--- src/rtl/bwt_mem_req_arbiter.sv ---
// Shares one BWT occurrence-memory request port between the forward and backward SMEM datapaths.
// Defining ARB_PRIO_BWD_EN gives the backward FIFO strict priority; the default is round-robin.
module bwt_mem_req_arbiter #(
    parameter int unsigned READ_NUM_WIDTH  = 10,
    parameter int unsigned ADDR_WIDTH      = 42,
    parameter int unsigned FIFO_DEPTH      = 8,
    parameter int unsigned STALL_MARGIN    = 2,
    parameter int unsigned MAX_OUTSTANDING = 16
) (
    input  logic                      clk,
    input  logic                      rst,
    input  logic                      i_fwd_req_valid,
    input  logic [ADDR_WIDTH-1:0]     i_fwd_addr_k,
    input  logic [ADDR_WIDTH-1:0]     i_fwd_addr_l,
    input  logic [READ_NUM_WIDTH-1:0] i_fwd_read_num,
    input  logic                      i_bwd_req_valid,
    input  logic [ADDR_WIDTH-1:0]     i_bwd_addr_k,
    input  logic [ADDR_WIDTH-1:0]     i_bwd_addr_l,
    input  logic [READ_NUM_WIDTH-1:0] i_bwd_read_num,
    output logic                      o_fwd_stall,
    output logic                      o_bwd_stall,
    output logic                      o_mem_req_valid,
    input  logic                      i_mem_req_ready,
    output logic [ADDR_WIDTH-1:0]     o_mem_addr_k,
    output logic [ADDR_WIDTH-1:0]     o_mem_addr_l,
    output logic [READ_NUM_WIDTH:0]   o_mem_req_tag,
    input  logic                      i_mem_rsp_valid,
    input  logic [READ_NUM_WIDTH:0]   i_mem_rsp_tag,
    output logic                      o_fwd_rsp_valid,
    output logic                      o_bwd_rsp_valid,
    output logic [READ_NUM_WIDTH-1:0] o_rsp_read_num,
    output logic [7:0]                o_outstanding,
    output logic [1:0]                o_err
);

    localparam int unsigned PtrW = $clog2(FIFO_DEPTH);
    localparam int unsigned CntW = PtrW + 1;
    localparam int unsigned EntW = 2 * ADDR_WIDTH + READ_NUM_WIDTH;
    localparam logic [CntW-1:0] FullCnt  = CntW'(FIFO_DEPTH);
    localparam logic [CntW-1:0] StallCnt = CntW'(FIFO_DEPTH - STALL_MARGIN);

    // Index 0 is the forward side, index 1 the backward side.
    logic [1:0]      w_push_v;
    logic [EntW-1:0] w_push_data [2];
    logic [EntW-1:0] w_head [2];
    logic [1:0]      w_nempty;
    logic [1:0]      w_stall;
    logic [1:0]      w_ovf;
    logic [1:0]      w_pop;

    logic            w_rr_bwd;
    logic            w_sel_bwd;
    logic            w_accept;
    logic [EntW-1:0] w_head_sel;
    logic            r_lock;
    logic            r_lock_bwd;
    logic            r_last_bwd;
    logic [EntW:0]   r_hold;
    logic [7:0]      r_outstanding;
    logic [1:0]      r_err;
    logic            r_fwd_rsp;
    logic            r_bwd_rsp;
    logic [READ_NUM_WIDTH-1:0] r_rsp_rn;

    assign w_push_v       = {i_bwd_req_valid, i_fwd_req_valid};
    assign w_push_data[0] = {i_fwd_addr_k, i_fwd_addr_l, i_fwd_read_num};
    assign w_push_data[1] = {i_bwd_addr_k, i_bwd_addr_l, i_bwd_read_num};

    for (genvar s = 0; s < 2; s++) begin : g_fifo
        logic [EntW-1:0] r_mem [FIFO_DEPTH];
        logic [PtrW-1:0] r_wr_ptr;
        logic [PtrW-1:0] r_rd_ptr;
        logic [CntW-1:0] r_cnt;
        logic [CntW-1:0] w_cnt_d;
        logic            r_stall;
        logic            w_full;
        logic            w_wr;
        logic            w_rd;

        assign w_full = (r_cnt == FullCnt);
        assign w_rd   = w_pop[s];
        // A full FIFO still accepts a write when its head leaves in the same cycle.
        assign w_wr   = w_push_v[s] && (!w_full || w_rd);
        assign w_ovf[s] = w_push_v[s] && w_full && !w_rd;

        always_comb begin
            w_cnt_d = r_cnt;
            case ({w_wr, w_rd})
                2'b10:   w_cnt_d = r_cnt + CntW'(1);
                2'b01:   w_cnt_d = r_cnt - CntW'(1);
                default: w_cnt_d = r_cnt;
            endcase
        end

        always_ff @(posedge clk) begin
            if (!rst) begin
                r_wr_ptr <= '0;
                r_rd_ptr <= '0;
                r_cnt    <= '0;
                r_stall  <= 1'b0;
            end else begin
                if (w_wr) r_wr_ptr <= r_wr_ptr + PtrW'(1);
                if (w_rd) r_rd_ptr <= r_rd_ptr + PtrW'(1);
                r_cnt   <= w_cnt_d;
                r_stall <= (w_cnt_d >= StallCnt);
            end
        end

        always_ff @(posedge clk) begin
            if (w_wr) r_mem[r_wr_ptr] <= w_push_data[s];
        end

        assign w_head[s]   = r_mem[r_rd_ptr];
        assign w_nempty[s] = (r_cnt != '0);
        assign w_stall[s]  = r_stall;
    end

    always_comb begin
        w_rr_bwd = 1'b0;
`ifdef ARB_PRIO_BWD_EN
        w_rr_bwd = w_nempty[1];
`else
        if (w_nempty[0] && w_nempty[1]) begin
            w_rr_bwd = !r_last_bwd;
        end else begin
            w_rr_bwd = w_nempty[1];
        end
`endif
    end

    // A presented-but-unaccepted request keeps its side until the memory takes it.
    assign w_sel_bwd       = r_lock ? r_lock_bwd : w_rr_bwd;
    assign w_head_sel      = w_sel_bwd ? w_head[1] : w_head[0];
    assign o_mem_req_valid = (w_sel_bwd ? w_nempty[1] : w_nempty[0]) &&
                             (r_outstanding < 8'(MAX_OUTSTANDING));
    assign w_accept        = o_mem_req_valid && i_mem_req_ready;
    assign w_pop           = w_accept ? (w_sel_bwd ? 2'b10 : 2'b01) : 2'b00;

    always_comb begin
        o_mem_addr_k  = r_hold[EntW-1 -: ADDR_WIDTH];
        o_mem_addr_l  = r_hold[READ_NUM_WIDTH +: ADDR_WIDTH];
        o_mem_req_tag = {r_hold[EntW], r_hold[READ_NUM_WIDTH-1:0]};
        if (|w_nempty) begin
            o_mem_addr_k  = w_head_sel[EntW-1 -: ADDR_WIDTH];
            o_mem_addr_l  = w_head_sel[READ_NUM_WIDTH +: ADDR_WIDTH];
            o_mem_req_tag = {w_sel_bwd, w_head_sel[READ_NUM_WIDTH-1:0]};
        end
    end

    always_ff @(posedge clk) begin
        if (!rst) begin
            r_lock        <= 1'b0;
            r_lock_bwd    <= 1'b0;
            r_last_bwd    <= 1'b1;
            r_hold        <= '0;
            r_outstanding <= '0;
            r_err         <= '0;
            r_fwd_rsp     <= 1'b0;
            r_bwd_rsp     <= 1'b0;
            r_rsp_rn      <= '0;
        end else begin
            r_lock     <= o_mem_req_valid && !i_mem_req_ready;
            r_lock_bwd <= w_sel_bwd;
            if (w_accept) r_last_bwd <= w_sel_bwd;
            if (|w_nempty) r_hold <= {w_sel_bwd, w_head_sel};

            if (w_accept && !i_mem_rsp_valid) begin
                r_outstanding <= r_outstanding + 8'd1;
            end else if (!w_accept && i_mem_rsp_valid && (r_outstanding != 8'd0)) begin
                r_outstanding <= r_outstanding - 8'd1;
            end

            if (|w_ovf) r_err[0] <= 1'b1;
            if (i_mem_rsp_valid && (r_outstanding == 8'd0)) r_err[1] <= 1'b1;

            r_fwd_rsp <= i_mem_rsp_valid && !i_mem_rsp_tag[READ_NUM_WIDTH];
            r_bwd_rsp <= i_mem_rsp_valid && i_mem_rsp_tag[READ_NUM_WIDTH];
            if (i_mem_rsp_valid) r_rsp_rn <= i_mem_rsp_tag[READ_NUM_WIDTH-1:0];
        end
    end

    assign o_fwd_stall     = w_stall[0];
    assign o_bwd_stall     = w_stall[1];
    assign o_fwd_rsp_valid = r_fwd_rsp;
    assign o_bwd_rsp_valid = r_bwd_rsp;
    assign o_rsp_read_num  = r_rsp_rn;
    assign o_outstanding   = r_outstanding;
    assign o_err           = r_err;

endmodule
--- config.mk ---
export PLATFORM = sky130hd
export DESIGN_NAME = bwt_mem_req_arbiter
export DESIGN_NICKNAME = d
export VERILOG_FILES = /design/src/rtl/bwt_mem_req_arbiter.sv
export SDC_FILE = /design/constraint.sdc
export NUM_CORES = 1
export LEC_CHECK = 0
export CORE_AREA = 2 2 423 425
export CTS_CLUSTER_DIAMETER = 200
export DETAILED_ROUTE_END_ITERATION = 8
export DIE_AREA = 0 0 425 427
export GPL_TIMING_DRIVEN = 0
export PLACE_DENSITY = 0.59
export SLEW_MARGIN = 25
export SYNTH_ARGS = -nofsm -noshare
export SYNTH_HDL_FRONTEND = slang
export SYNTH_SLANG_ARGS = --single-unit
--- constraint.sdc ---
create_clock -name clk -period 21.4 [get_ports clk]
set_input_delay 4.28 -clock clk [delete_from_list [all_inputs] [get_ports clk]]
set_output_delay 4.28 -clock clk [all_outputs]
set_load 0.005 [all_outputs]
==> flow_summary_export.csv, run 1 <==
group,metric,value,unit
critical_path,reg2reg_depth,16,
final_layout,fillers,15300,
cts,clk_path_buf_depth,3,
logic_synthesis,ys_types,59,
power,power.share.clock,32.1,%
global_routing,grt_start_max_net_pins,20,
global_routing,globalRoute.totalOverflow,0,
timing,maxClockFrequency,0.109,GHz
final_layout,mostFrequentLayoutCells,"edfxtp_1 (1504), mux4_2 (376), clkdlybuf4s50_1 (322), clkbuf_16 (171), dfxtp_1 (148)",
final_layout,final_util,43.6,%
critical_path,worst_setup_path_start_kind,"flop",
power,p_int,6.55,mW
routing,dr.first_iter.drc_count,2999,
logic_synthesis,synthTopCellsByArea,"edfxtp_1 (71%), mux4_2 (13%), dfxtp_1 (4.7%), mux2i_1 (1.9%), mux2_2 (1.7%)",
logic_synthesis,synth.avg_cell_area,21.1,sq um
final_layout,area_growth,22.2,%
cts,cts_sinks,1652,
critical_path,reg2reg_slack,16.53,ns
global_routing,grt_usage,18.0,%
timing,setup-violations-final,0,
cts,cts_hold_buf,0,
floorplan,dieArea,181000,sq um
timing,period_needed,9.20,ns
routing,postRouteAntennaNets,0,
timing,report.final.slew_viol_count,0,
critical_path,crit_path_end,"o_mem_addr_k[26]",
min_path,hp-class,"reg2reg",
logic_synthesis,synth.net_count,3210,
critical_path,worstReg2RegEnd,"g_fifo[0].r_mem[1][82]",
timing,period_share,43.0,%
logic_synthesis,synth_area,63300,sq um
logic_synthesis,seq_area_frac_synth,76.1,%
cts,h-tree-depth,4,
cts,root_buffer,"clkbuf_16",
placement,routabilityCongestion,0.758,
cts,path_clk_slew,0.07,ns
floorplan,io_pins,325,
routing,drc,0,
placement,dp.cells,5811,
cts,cts_tree,"built",
global_routing,grt_pass1_wl,234000,um
floorplan,start_util,35.7,%
floorplan,core_area,177000,sq um
cts,post-cts-setup-buffers,0,
floorplan,die_x,425,um
global_routing,grt_pass1_vias,32100,
routing,drtPass1Iterations,7,
status,status,"finished, final reports clean",
timing,worst_slew_pin_slew,1.05,ns
routing,avgRoutedWirePerCell,26.8,um
placement,portBuffers,322,
logic_synthesis,yosysWarnings,0,
final_layout,layout_commonest_cell,"edfxtp_1",
cts,cts_made_buffers,167,
floorplan,dieHeight,427,um
logic_synthesis,synth_cells,2992,
logic_synthesis,synth-main-ff-cell,"edfxtp_1",
floorplan,rows,155,
power,combPwrFrac,26.5,%
routing,totalWireLength,164000,um
timing,hold_slack,0.494,ns
critical_path,crit_required,17.12,ns
power,power.leakage,24.2,nW
power,ir_worst_vdd,0.0000704,V
routing,num_vias,31700,
critical_path,r2r_start,"g_fifo[1].r_cnt[1]",
power,cellPowerDensity,117,nW/um^2
job,drv_cap,0,
placement,post-dp-hpwl,113000,um
cts,cts.repair.resized,0,
logic_synthesis,yosys.area.top_type_share,71.4,%
final_layout,layout-drive-gt1-share,25.4,%
cts,clk_latency,0.81,ns
timing,grt_setup_unrepaired,"false",
logic_synthesis,synth_edf_count,1504,
critical_path,worst-path-max-fanout,10,
timing,relSlewSlack,30.2,%
logic_synthesis,async_reset_ff_share,0,%
critical_path,worstPathArrival,4.92,ns
critical_path,path_class,"reg2out",
logic_synthesis,yosys.area.top_type,"edfxtp_1",
timing,finalHoldViolCount,0,
timing,clock_skew,0.0318,ns
power,power.switching,2.48,mW
power,swShare,27.4,%
global_routing,antenna_found_initial,63,
final_layout,layout.nets,3843,
final_layout,final_cells,6139,
logic_synthesis,synth_seq_cells,1652,
routing,vias_per_cell,5.16,
power,p_seq_share,41.4,%
critical_path,setup.worst_path.end_class,"output pin",
[metal layers]
metal  track usage (%)  up-vias  share of wire (%)
met5                 0        -              0.092
met1              23.3    16900                 41
met2              30.1      855                 51
met4              6.65       28                2.8
li1                  -    13600                  -
met3              3.64      276                5.5
[kinds of logic after synthesis]
kind of cell | after synthesis | share of synthesized area (%)
AO/OA/AOI/OAI | 234 | 2.39
buffers and inverters | 179 | 1.18
multiplexers | 592 | 17.0
AND/OR/NAND/NOR | 305 | 2.86
flip-flops | 1652 | 76.1
adder cells (fa/ha/maj) | 13 | 0.269
XOR/XNOR | 17 | 0.235
[cell type report]
cell class / instances / area [sq um] / area share (%)
Inverter: 7 / 26.3 / 0.0340
Antenna cell: 18 / 45.0 / 0.0582
Multi-Input combinational cell: 1161 / 14500 / 18.7
Clock buffer: 243 / 4750 / 6.14
Tap cell: 2355 / 2950 / 3.81
Clock inverter: 67 / 697 / 0.901
Sequential cell: 1652 / 48100 / 62.2
Buffer: 172 / 742 / 0.959
Timing Repair Buffer: 464 / 5500 / 7.11
[metrics by stage]
stage                     total power [mW]  setup TNS (ns)  cell area, sq um  setup slack, ns
after floorplan                       5.10               0             63300             9.13
after global placement                6.23          -45.63             69400           -0.502
after detailed placement              6.24               0             71800            12.87
after CTS                             9.15               0             77300            12.02
after global routing                  9.41               0             77300            12.02
final                                 9.03               0             77300            12.20
[worst min-delay path by stage]
| stage | to | start | slack [ns] | cells after the start |
|---|---|---|---|---|
| 2_1_floorplan | o_err[1] | o_err[1] | 0.46 | 2 |
| 3_3_place_gp | o_err[1] | o_err[1] | 0.47 | 2 |
| 3_5_place_dp | o_err[1] | o_err[1] | 0.47 | 2 |
| 4_1_cts | g_fifo[0].r_wr_ptr[0] | g_fifo[0].r_wr_ptr[0] | 0.50 | 2 |
| 5_1_grt | o_rsp_read_num[1] | o_rsp_read_num[1] | 0.53 | 2 |
| 6_report | g_fifo[0].r_wr_ptr[0] | g_fifo[0].r_wr_ptr[0] | 0.49 | 2 |
[power groups by stage]
| stage | registers, mW | clock network (mW) | logic, mW |
|---|---|---|---|
| global route | 3.75 | 3.09 | 2.57 |
| floorplan | 3.81 | 0 | 1.29 |
| detailed placement | 3.81 | 0 | 2.44 |
| global placement | 3.84 | 0 | 2.39 |
| CTS | 3.74 | 2.96 | 2.45 |
| finish | 3.74 | 2.90 | 2.39 |
[cells in the mapped netlist (3+ instances only)]
| master | count |
|---|---|
| xnor2_1 | 7 |
| or4_1 | 3 |
| buf_2 | 49 |
| nor2b_1 | 95 |
| ha_1 | 12 |
| xor2_1 | 10 |
| nor3_1 | 11 |
| mux2i_1 | 122 |
| nand2_1 | 14 |
| nand4_1 | 3 |
| nor2_1 | 52 |
| mux2_2 | 94 |
| a21oi_1 | 106 |
| a211oi_1 | 96 |
| o211ai_1 | 5 |
| mux4_2 | 376 |
| clkbuf_1 | 105 |
| nor3_4 | 3 |
| buf_1 | 16 |
| inv_1 | 7 |
| o21ai_0 | 5 |
| edfxtp_1 | 1504 |
| and2_1 | 100 |
| nand2b_1 | 7 |
| dfxtp_1 | 148 |
[flip-flops by register name, indices dropped and copies added (netlist names), 2 cells and up, named ones only]
| register | cells |
|---|---|
| g_fifo.r_cnt | 8 |
| r_hold | 95 |
| g_fifo.r_rd_ptr | 6 |
| o_err | 2 |
| g_fifo.r_wr_ptr | 6 |
| o_rsp_read_num | 10 |
| g_fifo.r_mem | 1504 |
| o_outstanding | 8 |
[worst max-delay path, cell delays in order, from the launching register on]
cell and delay (ns):
dfxtp_1 0.32, clkbuf_2 0.48, clkbuf_2 0.61, clkbuf_1 0.75, mux4_2 0.41, nor2b_1 0.14
a211oi_1 0.51, a21oi_1 0.09, mux2_2 0.31, clkdlybuf4s50_1 0.45
No activity file was read; power rests on OpenSTA's default activity.
==> run 2: changes to the inputs <==
==> constraint.sdc (replaced) <==
create_clock -name clk -period 9 [get_ports clk]
set_input_delay 1.8 -clock clk [delete_from_list [all_inputs] [get_ports clk]]
set_output_delay 1.8 -clock clk [all_outputs]
set_load 0.005 [all_outputs]
==> flow_summary_export.csv, run 2 (same netlist as run 1, synthesis figures left out) <==
group,metric,value,unit
status,status,"finished, final reports clean",
final_layout,layout-drive-gt1-share,24.8,%
cts,post-cts-setup-buffers,0,
timing,clock_skew,0.0314,ns
cts,cts.repair.resized,0,
global_routing,grt_start_max_net_pins,20,
global_routing,grt_usage,17.8,%
critical_path,worstPathArrival,4.91,ns
timing,maxClockFrequency,0.149,GHz
floorplan,die_x,425,um
final_layout,area_growth,22.0,%
floorplan,dieArea,181000,sq um
routing,totalWireLength,163000,um
timing,grt_setup_unrepaired,"false",
floorplan,core_area,177000,sq um
floorplan,rows,155,
job,drv_cap,0,
cts,cts_hold_buf,0,
final_layout,largest_reg_flops,1504,
routing,drc,0,
final_layout,final_cells,6119,
global_routing,antenna_found_initial,62,
routing,num_vias,31400,
power,cellPowerDensity,276,nW/um^2
floorplan,start_util,35.7,%
placement,post-dp-hpwl,111000,um
global_routing,globalRoute.totalOverflow,0,
cts,h-tree-depth,4,
routing,postRouteAntennaNets,0,
cts,clk_latency,0.82,ns
timing,setup_tns,0,ns
final_layout,layout_commonest_cell,"edfxtp_1",
timing,period_needed,6.71,ns
min_path,hp-class,"reg2reg",
final_layout,mostFrequentLayoutCells,"edfxtp_1 (1504), mux4_2 (376), clkdlybuf4s50_1 (322), clkbuf_16 (167), dfxtp_1 (148)",
critical_path,crit_required,7.20,ns
min_path,min_from,"g_fifo[1].r_wr_ptr[0]",
cts,cts_tree,"built",
cts,path_clk_slew,0.06,ns
final_layout,top_register,"g_fifo.r_mem",
critical_path,path_class,"reg2out",
cts,cts_sinks,1652,
routing,avgRoutedWirePerCell,26.7,um
global_routing,grt_pass1_vias,31800,
global_routing,grt_pass1_wl,232000,um
placement,dp.cells,5785,
critical_path,r2r_start,"g_fifo[1].r_cnt[1]",
critical_path,worst-path-max-fanout,10,
critical_path,worst_setup_path_start_kind,"flop",
cts,clk_path_buf_depth,3,
placement,portBuffers,322,
critical_path,setup.worst_path.end_class,"output pin",
placement,placed_area,71800,sq um
placement,routabilityCongestion,0.742,
final_layout,fin_area,77200,sq um
timing,finalHoldViolCount,0,
timing,relSlewSlack,28.8,%
routing,drtPass1Iterations,5,
timing,report.final.slew_viol_count,0,
floorplan,dieHeight,427,um
final_layout,layout.nets,3819,
cts,root_buffer,"clkbuf_16",
power,total_power,21.3,mW
routing,vias_per_cell,5.13,
power,power.leakage,24.0,nW
timing,period_share,74.6,%
cts,cts_made_buffers,167,
floorplan,io_pins,325,
power,ir_worst_vdd,0.000160,V
timing,worst_slew_pin_slew,1.07,ns
routing,dr.first_iter.drc_count,2990,
final_layout,fillers,15300,
timing,setup-violations-final,0,
[run 2: cell count changes in the layout (fill, tap and decap cells not counted), moves of 6 or more]
cell	previous run	this run
clkbuf_8	20	13
buf_6	8	28
buf_16	34	28
clkinv_1	14	29
clkbuf_1	144	136
buf_8	2	19
buf_4	61	1
[run 2: final timing paths]
kind / end / slack [ns] / cells after the start
setup / recovery: o_mem_addr_k[28] / 2.29 / 9
hold / removal: g_fifo[1].r_wr_ptr[0] / 0.49 / 2
setup reg to reg: g_fifo[0].r_mem[1][89] / 4.54 / 15
hold reg to reg: g_fifo[1].r_wr_ptr[0] / 0.49 / 2
[run 2: worst max-delay path, stage by stage, from the launching register on]
cell	delay, ns
dfxtp_1	0.31
clkbuf_2	0.48
clkbuf_2	0.59
clkbuf_1	0.77
mux4_2	0.42
nor2b_1	0.14
a211oi_1	0.52
a21oi_1	0.07
mux2_2	0.32
clkdlybuf4s50_1	0.45
[run 2: cell type report]
class	count	area (sq um)	area share [%]
diodes	17	42.5	0.0551
plain buffers	172	739	0.958
clock buffers	224	4520	5.86
clock inverters	91	771	0.999
inverters	7	26.3	0.0341
multi-input cells	1161	14500	18.8
flip-flops and latches	1652	48100	62.4
well taps	2355	2950	3.82
repair buffers	440	5460	7.08
[run 2: metal layers]
| layer | wire length, um | up-vias | global-route usage [%] |
|---|---|---|---|
| met1 | 67300 | 16600 | 23.1 |
| met3 | 9030 | 286 | 3.62 |
| met5 | 110 | - | 0 |
| met4 | 4870 | 20 | 6.40 |
| met2 | 81900 | 907 | 29.8 |
| li1 | - | 13600 | - |
[run 2: where the power goes]
group	total [mW]	internal, mW	switching (mW)
sequential	8.89	8.78	0.113
clock	6.71	3.76	2.95
combinational	5.66	2.79	2.88
[run 2: metrics by stage]
stage | hold WS (ns) | util (%) | setup slack [ns]
after floorplan | 0.460 | - | 1.73
after global placement | 0.474 | 39.2 | -4.41
after detailed placement | 0.486 | 40.5 | 3.00
after CTS | 0.495 | 43.5 | 2.08
after global routing | 0.522 | 43.5 | 2.06
final | 0.491 | 43.5 | 2.29
